**src/rtl/csr_pkg.sv**
```systemverilog
// Shared machine-mode CSR definitions used by csr and trap_ctrl.
package csr_pkg;

  localparam int XLEN = 64;

  localparam logic [11:0] CSR_MSTATUS = 12'h300;
  localparam logic [11:0] CSR_MTVEC   = 12'h305;
  localparam logic [11:0] CSR_MEPC    = 12'h341;
  localparam logic [11:0] CSR_MCAUSE  = 12'h342;
  localparam logic [11:0] CSR_MTVAL   = 12'h343;

  localparam logic [3:0] EXC_ILLEGAL = 4'd2;
  localparam logic [3:0] EXC_EBREAK  = 4'd3;
  localparam logic [3:0] EXC_ECALL_M = 4'd11;

  localparam logic [3:0] IRQ_MSI = 4'd3;
  localparam logic [3:0] IRQ_MTI = 4'd7;
  localparam logic [3:0] IRQ_MEI = 4'd11;

  typedef enum logic [2:0] {
    ST_IDLE     = 3'd0,
    ST_W_MEPC   = 3'd1,
    ST_W_MCAUSE = 3'd2,
    ST_W_MTVAL  = 3'd3,
    ST_REDIRECT = 3'd4,
    ST_MRET     = 3'd5
  } trap_state_t;

endpackage

```
**src/rtl/irq_arb.sv**
```systemverilog
// Fixed-priority machine interrupt selector: MEI > MSI > MTI.
module irq_arb
  import csr_pkg::*;
(
  input  logic [2:0] pending,
  input  logic [2:0] enable,
  output logic       take,
  output logic [3:0] code
);

  logic [2:0] active;

  assign active = pending & enable;
  assign take   = |active;

  always_comb begin
    code = 4'd0;
    if (active[2])      code = IRQ_MEI;
    else if (active[1]) code = IRQ_MSI;
    else if (active[0]) code = IRQ_MTI;
  end

endmodule

```
**src/rtl/trap_ctrl.sv**
```systemverilog
// Machine-mode trap sequencer: writes mepc/mcause/mtval, toggles mstatus.MIE
// and issues a one-cycle fetch redirect for traps and mret.
module trap_ctrl
  import csr_pkg::*;
(
  input  logic        clk,
  input  logic        rst,
  input  logic        exc_valid,
  input  logic [3:0]  exc_cause,
  input  logic [63:0] exc_pc,
  input  logic [63:0] exc_tval,
  input  logic        mret_valid,
  input  logic [63:0] irq_pc,
  input  logic        wb_boundary,
  input  logic [2:0]  irq_pending,
  input  logic [2:0]  irq_enable,
  input  logic        mstatus_ie,
  input  logic [63:0] mtvec,
  input  logic [63:0] mepc,
  output logic        csr_we,
  output logic [11:0] csr_waddr,
  output logic [63:0] csr_wdata,
  output logic        mstatus_ie_clear,
  output logic        mstatus_ie_set,
  output logic        flush,
  output logic        redirect_valid,
  output logic [63:0] redirect_pc,
  output logic        busy
);

  trap_state_t state, state_next;

  logic        irq_take;
  logic [3:0]  irq_code;
  logic        irq_ok;

  logic [63:0] epc_q;
  logic [63:0] tval_q;
  logic [3:0]  code_q;
  logic        is_irq_q;

  logic [63:0] mcause_w;
  logic [63:0] tvec_base;
  logic        unused_mepc_lsb;

  irq_arb u_irq_arb (
    .pending (irq_pending),
    .enable  (irq_enable),
    .take    (irq_take),
    .code    (irq_code)
  );

  assign irq_ok          = mstatus_ie & wb_boundary & irq_take;
  assign mcause_w        = {is_irq_q, 59'd0, code_q};
  assign tvec_base       = {mtvec[63:2], 2'b00};
  assign unused_mepc_lsb = ^mepc[1:0];

  always_ff @(posedge clk or posedge rst) begin
    if (rst) state <= ST_IDLE;
    else     state <= state_next;
  end

  // Trap context is captured only at acceptance; an mret leaves it untouched.
  always_ff @(posedge clk or posedge rst) begin
    if (rst) begin
      epc_q    <= '0;
      tval_q   <= '0;
      code_q   <= '0;
      is_irq_q <= 1'b0;
    end else if (state == ST_IDLE) begin
      if (exc_valid) begin
        epc_q    <= exc_pc;
        tval_q   <= exc_tval;
        code_q   <= exc_cause;
        is_irq_q <= 1'b0;
      end else if (!mret_valid && irq_ok) begin
        epc_q    <= irq_pc;
        tval_q   <= '0;
        code_q   <= irq_code;
        is_irq_q <= 1'b1;
      end
    end
  end

  always_comb begin
    state_next = state;
    unique case (state)
      ST_IDLE: begin
        if (exc_valid)       state_next = ST_W_MEPC;
        else if (mret_valid) state_next = ST_MRET;
        else if (irq_ok)     state_next = ST_W_MEPC;
      end
      ST_W_MEPC:   state_next = ST_W_MCAUSE;
      ST_W_MCAUSE: state_next = ST_W_MTVAL;
      ST_W_MTVAL:  state_next = ST_REDIRECT;
      ST_REDIRECT: state_next = ST_IDLE;
      ST_MRET:     state_next = ST_IDLE;
      default:     state_next = ST_IDLE;
    endcase
  end

  always_comb begin
    csr_we           = 1'b0;
    csr_waddr        = 12'd0;
    csr_wdata        = 64'd0;
    mstatus_ie_clear = 1'b0;
    mstatus_ie_set   = 1'b0;
    flush            = 1'b0;
    redirect_valid   = 1'b0;
    redirect_pc      = 64'd0;
    busy             = (state != ST_IDLE);
    unique case (state)
      ST_W_MEPC: begin
        csr_we    = 1'b1;
        csr_waddr = CSR_MEPC;
        csr_wdata = epc_q;
        flush     = 1'b1;
      end
      ST_W_MCAUSE: begin
        csr_we    = 1'b1;
        csr_waddr = CSR_MCAUSE;
        csr_wdata = mcause_w;
      end
      ST_W_MTVAL: begin
        csr_we           = 1'b1;
        csr_waddr        = CSR_MTVAL;
        csr_wdata        = tval_q;
        mstatus_ie_clear = 1'b1;
      end
      ST_REDIRECT: begin
        redirect_valid = 1'b1;
        // Only interrupts vector; mode 2/3 falls back to direct.
        if (is_irq_q && (mtvec[1:0] == 2'd1))
          redirect_pc = tvec_base + {58'd0, code_q, 2'b00};
        else
          redirect_pc = tvec_base;
      end
      ST_MRET: begin
        mstatus_ie_set = 1'b1;
        redirect_valid = 1'b1;
        redirect_pc    = {mepc[63:2], 2'b00};
        flush          = 1'b1;
      end
      default: ;
    endcase
  end

endmodule
```
**config.mk**
```make
export PLATFORM = sky130hd
export DESIGN_NAME = trap_ctrl
export DESIGN_NICKNAME = d
export VERILOG_FILES = /design/src/rtl/csr_pkg.sv /design/src/rtl/irq_arb.sv /design/src/rtl/trap_ctrl.sv
export SDC_FILE = /design/constraint.sdc
export NUM_CORES = 1
export LEC_CHECK = 0
export ABC_AREA = 1
export CAP_MARGIN = 40
export CORE_AREA = 2 2 185 187
export DETAILED_ROUTE_END_ITERATION = 7
export DIE_AREA = 0 0 187 189
export GPL_TIMING_DRIVEN = 0
export MAX_ROUTING_LAYER = met4
export PLACE_DENSITY = 0.63
export SYNTH_ARGS = -nofsm -noshare
export SYNTH_HDL_FRONTEND = slang
export SYNTH_HIERARCHICAL = 1
export SYNTH_SLANG_ARGS = --single-unit
export TNS_END_PERCENT = 30
```
**constraint.sdc**
```tcl
create_clock -name clk -period 5.69 [get_ports clk]
set_input_delay 1.4225 -clock clk [delete_from_list [all_inputs] [get_ports clk]]
set_output_delay 1.4225 -clock clk [all_outputs]
set_load 0.02 [all_outputs]
```
* After elaboration in Yosys (flattened, before gate mapping) *
Cells that the tools add are included.

cells by class
  add/sub/neg operators = 1
  eq/ne operators = 7
  muxes and demuxes = 24
  bitwise gates (word level) = 3
  reductions and logical operators = 11

operators by type and width
  kind                                            count
  two-way mux 64 bit                              5
  case mux 64 bit (3 select lines)                1
  case mux 64 bit (2 select lines)                1
  adder 64 x 6 -> 64 bit                          1
  case mux 10 bit (3 select lines)                1
  two-way mux 4 bit                               4
  two-way mux 3 bit                               4
  case mux 3 bit (4 select lines)                 1
  two-way mux 1 bit                               7
  == test 3 x 2 -> 1 bit (second input constant)  2
  == test 3 bit (second input constant)           2
  OR reduction 3 bit                              2
  inequality test 4 bit (second input constant)   1
  OR reduction 2 bit                              2
  AND 3 bit                                       1
  == test 3 x 1 -> 1 bit (second input constant)  1
  logical NOT 3 bit                               1
  nonzero test 3 bit                              1
  AND 1 bit                                       2
  == test 2 x 1 -> 1 bit (second input constant)  1
  logical AND 1 bit                               2
  AND reduction 2 bit                             1
  nonzero test 2 bit                              1
  logical NOT 1 bit                               1

storage, ports and cells
  bits in registers = 136
  input bits = 336
  output and inout port bits = 146
  logic and storage cells = 51

* Longest topological paths before layout *
Gate-level depths: netlist (run 1).

  word-level depth = 7
  gate-level depth with buffers = 13
  depth with buffers taken out = 13

* By module *
The synthesis (run 1) kept the hierarchy.

modules (own cells, without submodules)
  module     times used  cells each  area each (um^2)  sequential area each (um^2)
  trap_ctrl  1           1497        9691.8            3403.3
  irq_arb    1           9           52.6              0.0

* Worst setup path before layout (run 1) *
Ideal clock, no wire load.

  path type = input -> output
  start = input port mtvec[2]
  end = output port redirect_pc[18]
  arrival = 3.097 ns
  required time = 4.268 ns
  setup slack = 1.171 ns
  stages = 11
  path buffers = 0
  cells stage by stage = ha_1 > fa_1 > nand2_1 > nand3_1 > nand2_1 > nor2_1 > nand2_1 > clkinv_1 > nand4_1 > nand2_1 > o21ai_1

between the ends
  cells in the longest elaborated chain, start to end = 3

RTL lines
  item                              line              source
  from (decl)                       trap_ctrl.sv:18   input logic [63:0] mtvec,
  adder 64 x 6 -> 64 bit            trap_ctrl.sv:134  redirect_pc = tvec_base + {58'd0, code_q, 2'b00};
  two-way mux 64 bit                trap_ctrl.sv:133  if (is_irq_q && (mtvec[1:0] == 2'd1))
  case mux 64 bit (2 select lines)  trap_ctrl.sv:112  unique case (state)
  to (decl)                         trap_ctrl.sv:27   output logic [63:0] redirect_pc,

Every way passes these cells.

* Worst setup path in the final report (run 1) *
  start = input port mtvec[2]
  end = output port redirect_pc[56]

Same word-level chain as after synthesis.

==> flow_metrics.py, run 1 <==
metrics = {
    "die": {
        "dieArea_um2": 35300,
        "io_pins": 482,
        "core_region_area_um2": 33300,
        "rows": 67,
        "initial_core_util_pct": 29.3,
        "die_h_um": 189,
        "die-width_um": 187,
    },
    "synth": {
        "synth_top_area_share_pct": 34.9,
        "ys_seq_area_share_pct": 34.9,
        "synth_edf_count": 0,
        "synth.area.top_cells": "dfrtp_1, nand2_1, nand3_1",
        "synth_cell_types": 41,
        "synth_area_um2": 9740,
        "ys.flop_type": "dfrtp_1",
        "synth_seq_cells": 136,
        "avgSynthCellArea_um2": 6.47,
        "synthArstFlopShare_pct": 100,
        "syn_inst": 1506,
        "synth_top_area_cell": "dfrtp_1",
        "synth_warnings": 6,
    },
    "pwr": {
        "p_leak_nw": 6.84,
        "p_per_area_nw_per_um2": 434,
        "peakVddDrop_uv": 211,
    },
    "timing": {
        "finalSetupTns_ns": 0,
        "worst_pin_slew_ns": 0.872,
        "rsz0062_at_grt": "true",
        "layout_min_cycle_time_ns": 5.62,
        "finalSetupViolations": 0,
        "max_slew_margin_pct": 41.8,
        "drv_slew": 0,
        "holdWs_ns": 0.527,
        "clock_skew_ns": 0.0105,
        "fmax_mhz": 178,
        "finalCritPeriodShare_pct": 98.7,
        "hold_viol_final": 0,
    },
    "worst_setup_path": {
        "critPathLaunch": "mtvec[2]",
        "critPathRequiredTime_ns": 4.27,
        "critPathCaptureType": "output port",
        "cp-start-kind": "input pin",
        "r2r_cells": 8,
        "timing.rr.end": "epc_q[60]$_DFFE_PP0P_",
        "worstSetupPathType": "input pin to output port",
        "crit_fanout": 5,
        "cp.arrival_ns": 4.20,
        "rrSetupSlack_ns": 3.83,
        "r2r_start": "state[0]$_DFFE_PP0P_",
        "endpoint": "redirect_pc[56]",
    },
    "drt": {
        "vias_per_cell": 4.86,
        "ant_nets": 0,
        "drc_errors": 0,
        "dr.pass1.iters": 5,
        "wire_per_inst_um": 20.4,
        "drt_iter0_markers": 597,
        "drt_wl_total_um": 50500,
        "vias": 12000,
    },
    "place": {
        "place_congestion": 0.940,
        "dp.cells": 2433,
        "dp_hpwl_um": 41300,
        "numPortBuffers": 470,
    },
    "layout": {
        "syn2layout_area_growth_pct": 61.6,
        "nets": 2345,
        "finalNonFillerCells": 2478,
        "final_util_pct": 47.3,
        "mostFrequentLayoutCells": "nand2_1, clkdlybuf4s50_1, nor2_1",
        "layout_commonest_cell": "nand2_1",
        "drive_above_1_share_pct": 8.53,
    },
    "clock_tree": {
        "cts_made_buffers": 17,
        "root_buffer": "clkbuf_16",
        "htreeDepth": 4,
        "cts_tree": "built",
        "clock_path_buffers": 2,
        "clkSinkCount": 136,
        "clock_latency_ns": 0.42,
        "clk_pin_slew_ns": 0.07,
    },
    "grt": {
        "grt_max_degree": 71,
        "grt_pass1_vias": 12000,
        "antenna_found_initial": 12,
        "grt_first_pass_wirelength_um": 73200,
        "grt.overflow.total": 0,
        "track_usage_pct": 28.6,
    },
    "job": {
        "cap_violations": 0,
    },
    "worst_hold_path": {
        "hold_path.class": "register to register",
    },
    "status": {
        "outcome": "finished clean",
    },
}
## how the worst min path moves through the flow
stage	startpoint	to	slack [ns]	depth (start not counted)
4_1_cts	tval_q[16]$_DFFE_PP0P_	tval_q[16]$_DFFE_PP0P_	0.53	2
3_3_place_gp	tval_q[16]$_DFFE_PP0P_	tval_q[16]$_DFFE_PP0P_	0.50	2
2_1_floorplan	tval_q[16]$_DFFE_PP0P_	tval_q[16]$_DFFE_PP0P_	0.49	2
3_5_place_dp	tval_q[16]$_DFFE_PP0P_	tval_q[16]$_DFFE_PP0P_	0.51	2
5_1_grt	tval_q[27]$_DFFE_PP0P_	tval_q[27]$_DFFE_PP0P_	0.56	2
6_report	tval_q[16]$_DFFE_PP0P_	tval_q[16]$_DFFE_PP0P_	0.53	2
## layer usage
layer / up-vias / track usage (%) / wire length [um]
li1: 5852 / - / -
met2: 511 / 50.1 / 25300
met1: 5586 / 30.7 / 19500
met5: - / - / 0
met3: 99 / 6.78 / 3630
met4: 0 / 13.0 / 2040
## sequential cells by signal, indices dropped and copies added (netlist names)
name      flops
is_irq_q      1
state         3
code_q        4
epc_q        64
tval_q       64
## cells in the mapped netlist (all sizes together), types with 11 or more instances
library cell and number:
a21oi 11, a31oi 69, buf 60, clkbuf 27
dfrtp 136, inv 146, nand2 522, nand3 120
nand4 24, nor2 187, nor3 12, o21ai 158
## where the power goes
group / internal (mW) / leakage [nW] / switching (mW)
combinational: 1.61 / 4.94 / 2.40
sequential: 1.45 / 1.60 / 0.219
clock: 0.704 / 0.297 / 0.464
## layout make-up
cell class | instances | area [um^2]
Antenna cell | 14 | 35.0
Buffer | 87 | 462
Clock buffer | 18 | 439
Clock inverter | 13 | 169
Fill cell | 3411 | 17500
Inverter | 147 | 557
Multi-Input combinational cell | 1144 | 5370
Sequential cell | 136 | 3400
Tap cell | 448 | 561
Timing Repair Buffer | 471 | 4760
## cells by family (layout without fill, tap and decap cells)
family | Yosys count | in the layout | synth area share [%]
fa+ha+maj | 5 | 5 | 0.719
other cells | 1 | 23 | 0.0385
buf+inv | 234 | 736 | 10.4
xor+xnor | 4 | 4 | 0.360
flops | 136 | 136 | 34.9
simple gates | 877 | 877 | 39.3
compound gates | 249 | 249 | 14.2
## metrics by stage
| step | total power [mW] | setup slack [ns] | instance area (um^2) |
|---|---|---|---|
| after floorplan | 3.74 | 0.628 | 9770 |
| after global placement | 5.64 | -1.48 | 15000 |
| after detailed placement | 5.68 | -0.0719 | 15100 |
| after CTS | 6.87 | 0.0401 | 15700 |
| after global routing | 7.24 | -0.0523 | 15700 |
| final | 6.84 | 0.0725 | 15700 |
## critical path, cell delays in order
cell             delay [ns]
clkdlybuf4s50_1        0.56
ha_2                   0.26
fa_1                   0.23
nand3_1                0.10
nand3_1                0.12
nand3_1                0.17
nor2_4                 0.22
nand2_2                0.10
nor2_2                 0.13
nand3_1                0.09
nand3_1                0.13
nand2_1                0.11
clkdlybuf4s50_1        0.55
## repair_timing
item | in CTS | in global routing
hold buffers | 0 | 0
setup buffers | 0 | 0
cloned | 0 | 0
endpoints found under the setup margin | 8 | 14
gates resized for setup | 3 | 11
Power figures use the tool's default switching activity.
==> run 2: changes to the inputs <==
- SKIP_LAST_GASP: unset -> 1
==> flow_metrics.py, run 2 (synthesis results as in run 1) <==
metrics = {
    "drt": {
        "vias": 12000,
        "drt_iter0_markers": 623,
        "drt-met1-wl_um": 19200,
        "drc_errors": 0,
        "wl_met2_um": 25200,
        "drt_wl_total_um": 50400,
        "wire_per_inst_um": 20.3,
        "met3_length_um": 3990,
        "dr.pass1.iters": 5,
        "vias_per_cell": 4.85,
        "ant_nets": 0,
        "top_layer_used": "met4",
    },
    "layout": {
        "top_regs": "epc_q x64, tval_q x64, code_q x4",
        "syn2layout_area_growth_pct": 61.5,
        "nets": 2345,
        "layout_commonest_cell": "nand2_1",
        "drive_above_1_share_pct": 8.53,
        "mostFrequentLayoutCells": "nand2_1, clkdlybuf4s50_1, nor2_1",
    },
    "timing": {
        "rsz0062_at_grt": "true",
        "worst_pin_slew_ns": 0.864,
        "drv_slew": 0,
        "setup_slack_ns": 0.0426,
        "layout_min_cycle_time_ns": 5.65,
        "holdWs_ns": 0.530,
        "hold_viol_final": 0,
        "clock_skew_ns": 0.0108,
        "finalSetupViolations": 0,
        "fmax_mhz": 177,
        "finalCritPeriodShare_pct": 99.3,
        "max_slew_margin_pct": 42.4,
    },
    "worst_setup_path": {
        "cpLargestDelayFamily": "buffers and inverters",
        "rrSetupSlack_ns": 3.83,
        "cp-start-kind": "input pin",
        "r2r_start": "state[0]$_DFFE_PP0P_",
        "critPathRequiredTime_ns": 4.27,
        "worstSetupPathType": "input pin to output port",
        "cp.arrival_ns": 4.22,
        "critPathLaunch": "mtvec[2]",
        "critPathCaptureType": "output port",
        "crit_path_max_incr_delay_ns": 0.67,
        "cp.buffers_inverters": 2,
        "crit_fanout": 5,
        "path_cells": "clkdlybuf4s50_1, ha_2, fa_1, nand2_1, nand3_1, nand2_2, nor2_8, nand3_4, nor2_4, o21ai_1, o21ai_1, clkdlybuf4s50_1",
        "cpMaxStageDelayCell": "clkdlybuf4s50_1",
    },
    "job": {
        "cap_violations": 0,
    },
    "die": {
        "dieArea_um2": 35300,
        "rows": 67,
        "die-width_um": 187,
        "io_pins": 482,
        "die_h_um": 189,
        "initial_core_util_pct": 29.3,
        "core_region_area_um2": 33300,
    },
    "clock_tree": {
        "clock_latency_ns": 0.43,
        "clk_pin_slew_ns": 0.07,
        "post_cts_buffers": 0,
        "ctsHoldBuffers": 0,
        "htreeDepth": 4,
        "clock_path_buffers": 2,
        "clkSinkCount": 136,
        "root_buffer": "clkbuf_16",
        "cts_tree": "built",
        "cts_made_buffers": 17,
    },
    "status": {
        "outcome": "finished clean",
    },
    "pwr": {
        "p_leak_nw": 6.72,
        "peakVddDrop_uv": 212,
        "p_per_area_nw_per_um2": 435,
    },
    "grt": {
        "grt_pass1_vias": 12000,
        "track_usage_pct": 28.6,
        "grt_first_pass_wirelength_um": 73200,
        "grt.overflow.total": 0,
        "grt_max_degree": 71,
        "antenna_found_initial": 12,
    },
    "place": {
        "place_congestion": 0.940,
        "place_ws_ns": -0.0719,
        "dp_hpwl_um": 41300,
        "numPortBuffers": 470,
    },
    "worst_hold_path": {
        "min_from": "tval_q[16]$_DFFE_PP0P_",
        "hold_path.class": "register to register",
    },
}
run 2: changes by cell type in the layout (fill, tap and decap cells not counted):
cell / previous run / this run
dlymetal6s2s_1: 10 / 3
clkdlybuf4s50_1: 459 / 466
diode_2: 14 / 16
run 2: cell type report:
cell class	count	area, um^2
timing repair buffer	471	4740
multi-input combinational	1144	5370
tap	448	561
clock buffer	18	439
inverter	147	557
antenna	16	40.0
sequential	136	3400
clock inverter	13	169
fill	3412	17500
buffer	87	462
run 2: path summary, 6_finish.rpt:
| check | endpoint | depth (start not counted) |
|---|---|---|
| worst min register to register | tval_q[16]$_DFFE_PP0P_ | 2 |
| worst min-delay path | tval_q[16]$_DFFE_PP0P_ | 2 |
| max in group asynchronous | code_q[1]$_DFFE_PP0P_ | 3 |
| worst max-delay path | redirect_pc[42] | 12 |
| worst max register to register | epc_q[60]$_DFFE_PP0P_ | 8 |
| min in group asynchronous | epc_q[48]$_DFFE_PP0P_ | 2 |
run 2: layer usage:
| layer | up-vias | track usage [%] |
|---|---|---|
| li1 | 5847 | - |
| met1 | 5545 | 30.7 |
| met2 | 538 | 50.1 |
| met3 | 105 | 6.78 |
| met4 | 0 | 13.0 |
| met5 | - | - |
run 2: power breakdown:
group          internal [mW]  switching (mW)  total, mW
sequential              1.45           0.219       1.67
combinational           1.61            2.40       4.01
clock                  0.704           0.466       1.17
run 2: per-stage QoR:
stage               cells  utilization [%]  power, mW  setup TNS [ns]  cell area, um^2
finish               2480             47.3       6.85               0            15700
CTS                  2464             47.1       6.87               0            15700
floorplan            1514                -       3.74               0             9770
detailed placement   2433             45.3       5.68          -0.227            15100
global placement     2432             45.2       5.64         -200.67            15000
global route         2476             47.2       7.25          -0.305            15700
run 2: what timing repair did:
action                     in CTS  in global routing
resized for setup               3                  4
pin swaps                       0                  0
setup endpoints to repair       8                 14
run 2: worst reg2reg max path, delay by kind of cell (launching register included):
family | cells | cell delay [ns]
AO/OA/AOI/OAI | 1 | 0.12
AND/OR/NAND/NOR | 3 | 0.56
buffers and inverters | 4 | 0.65
flip-flops | 1 | 0.41
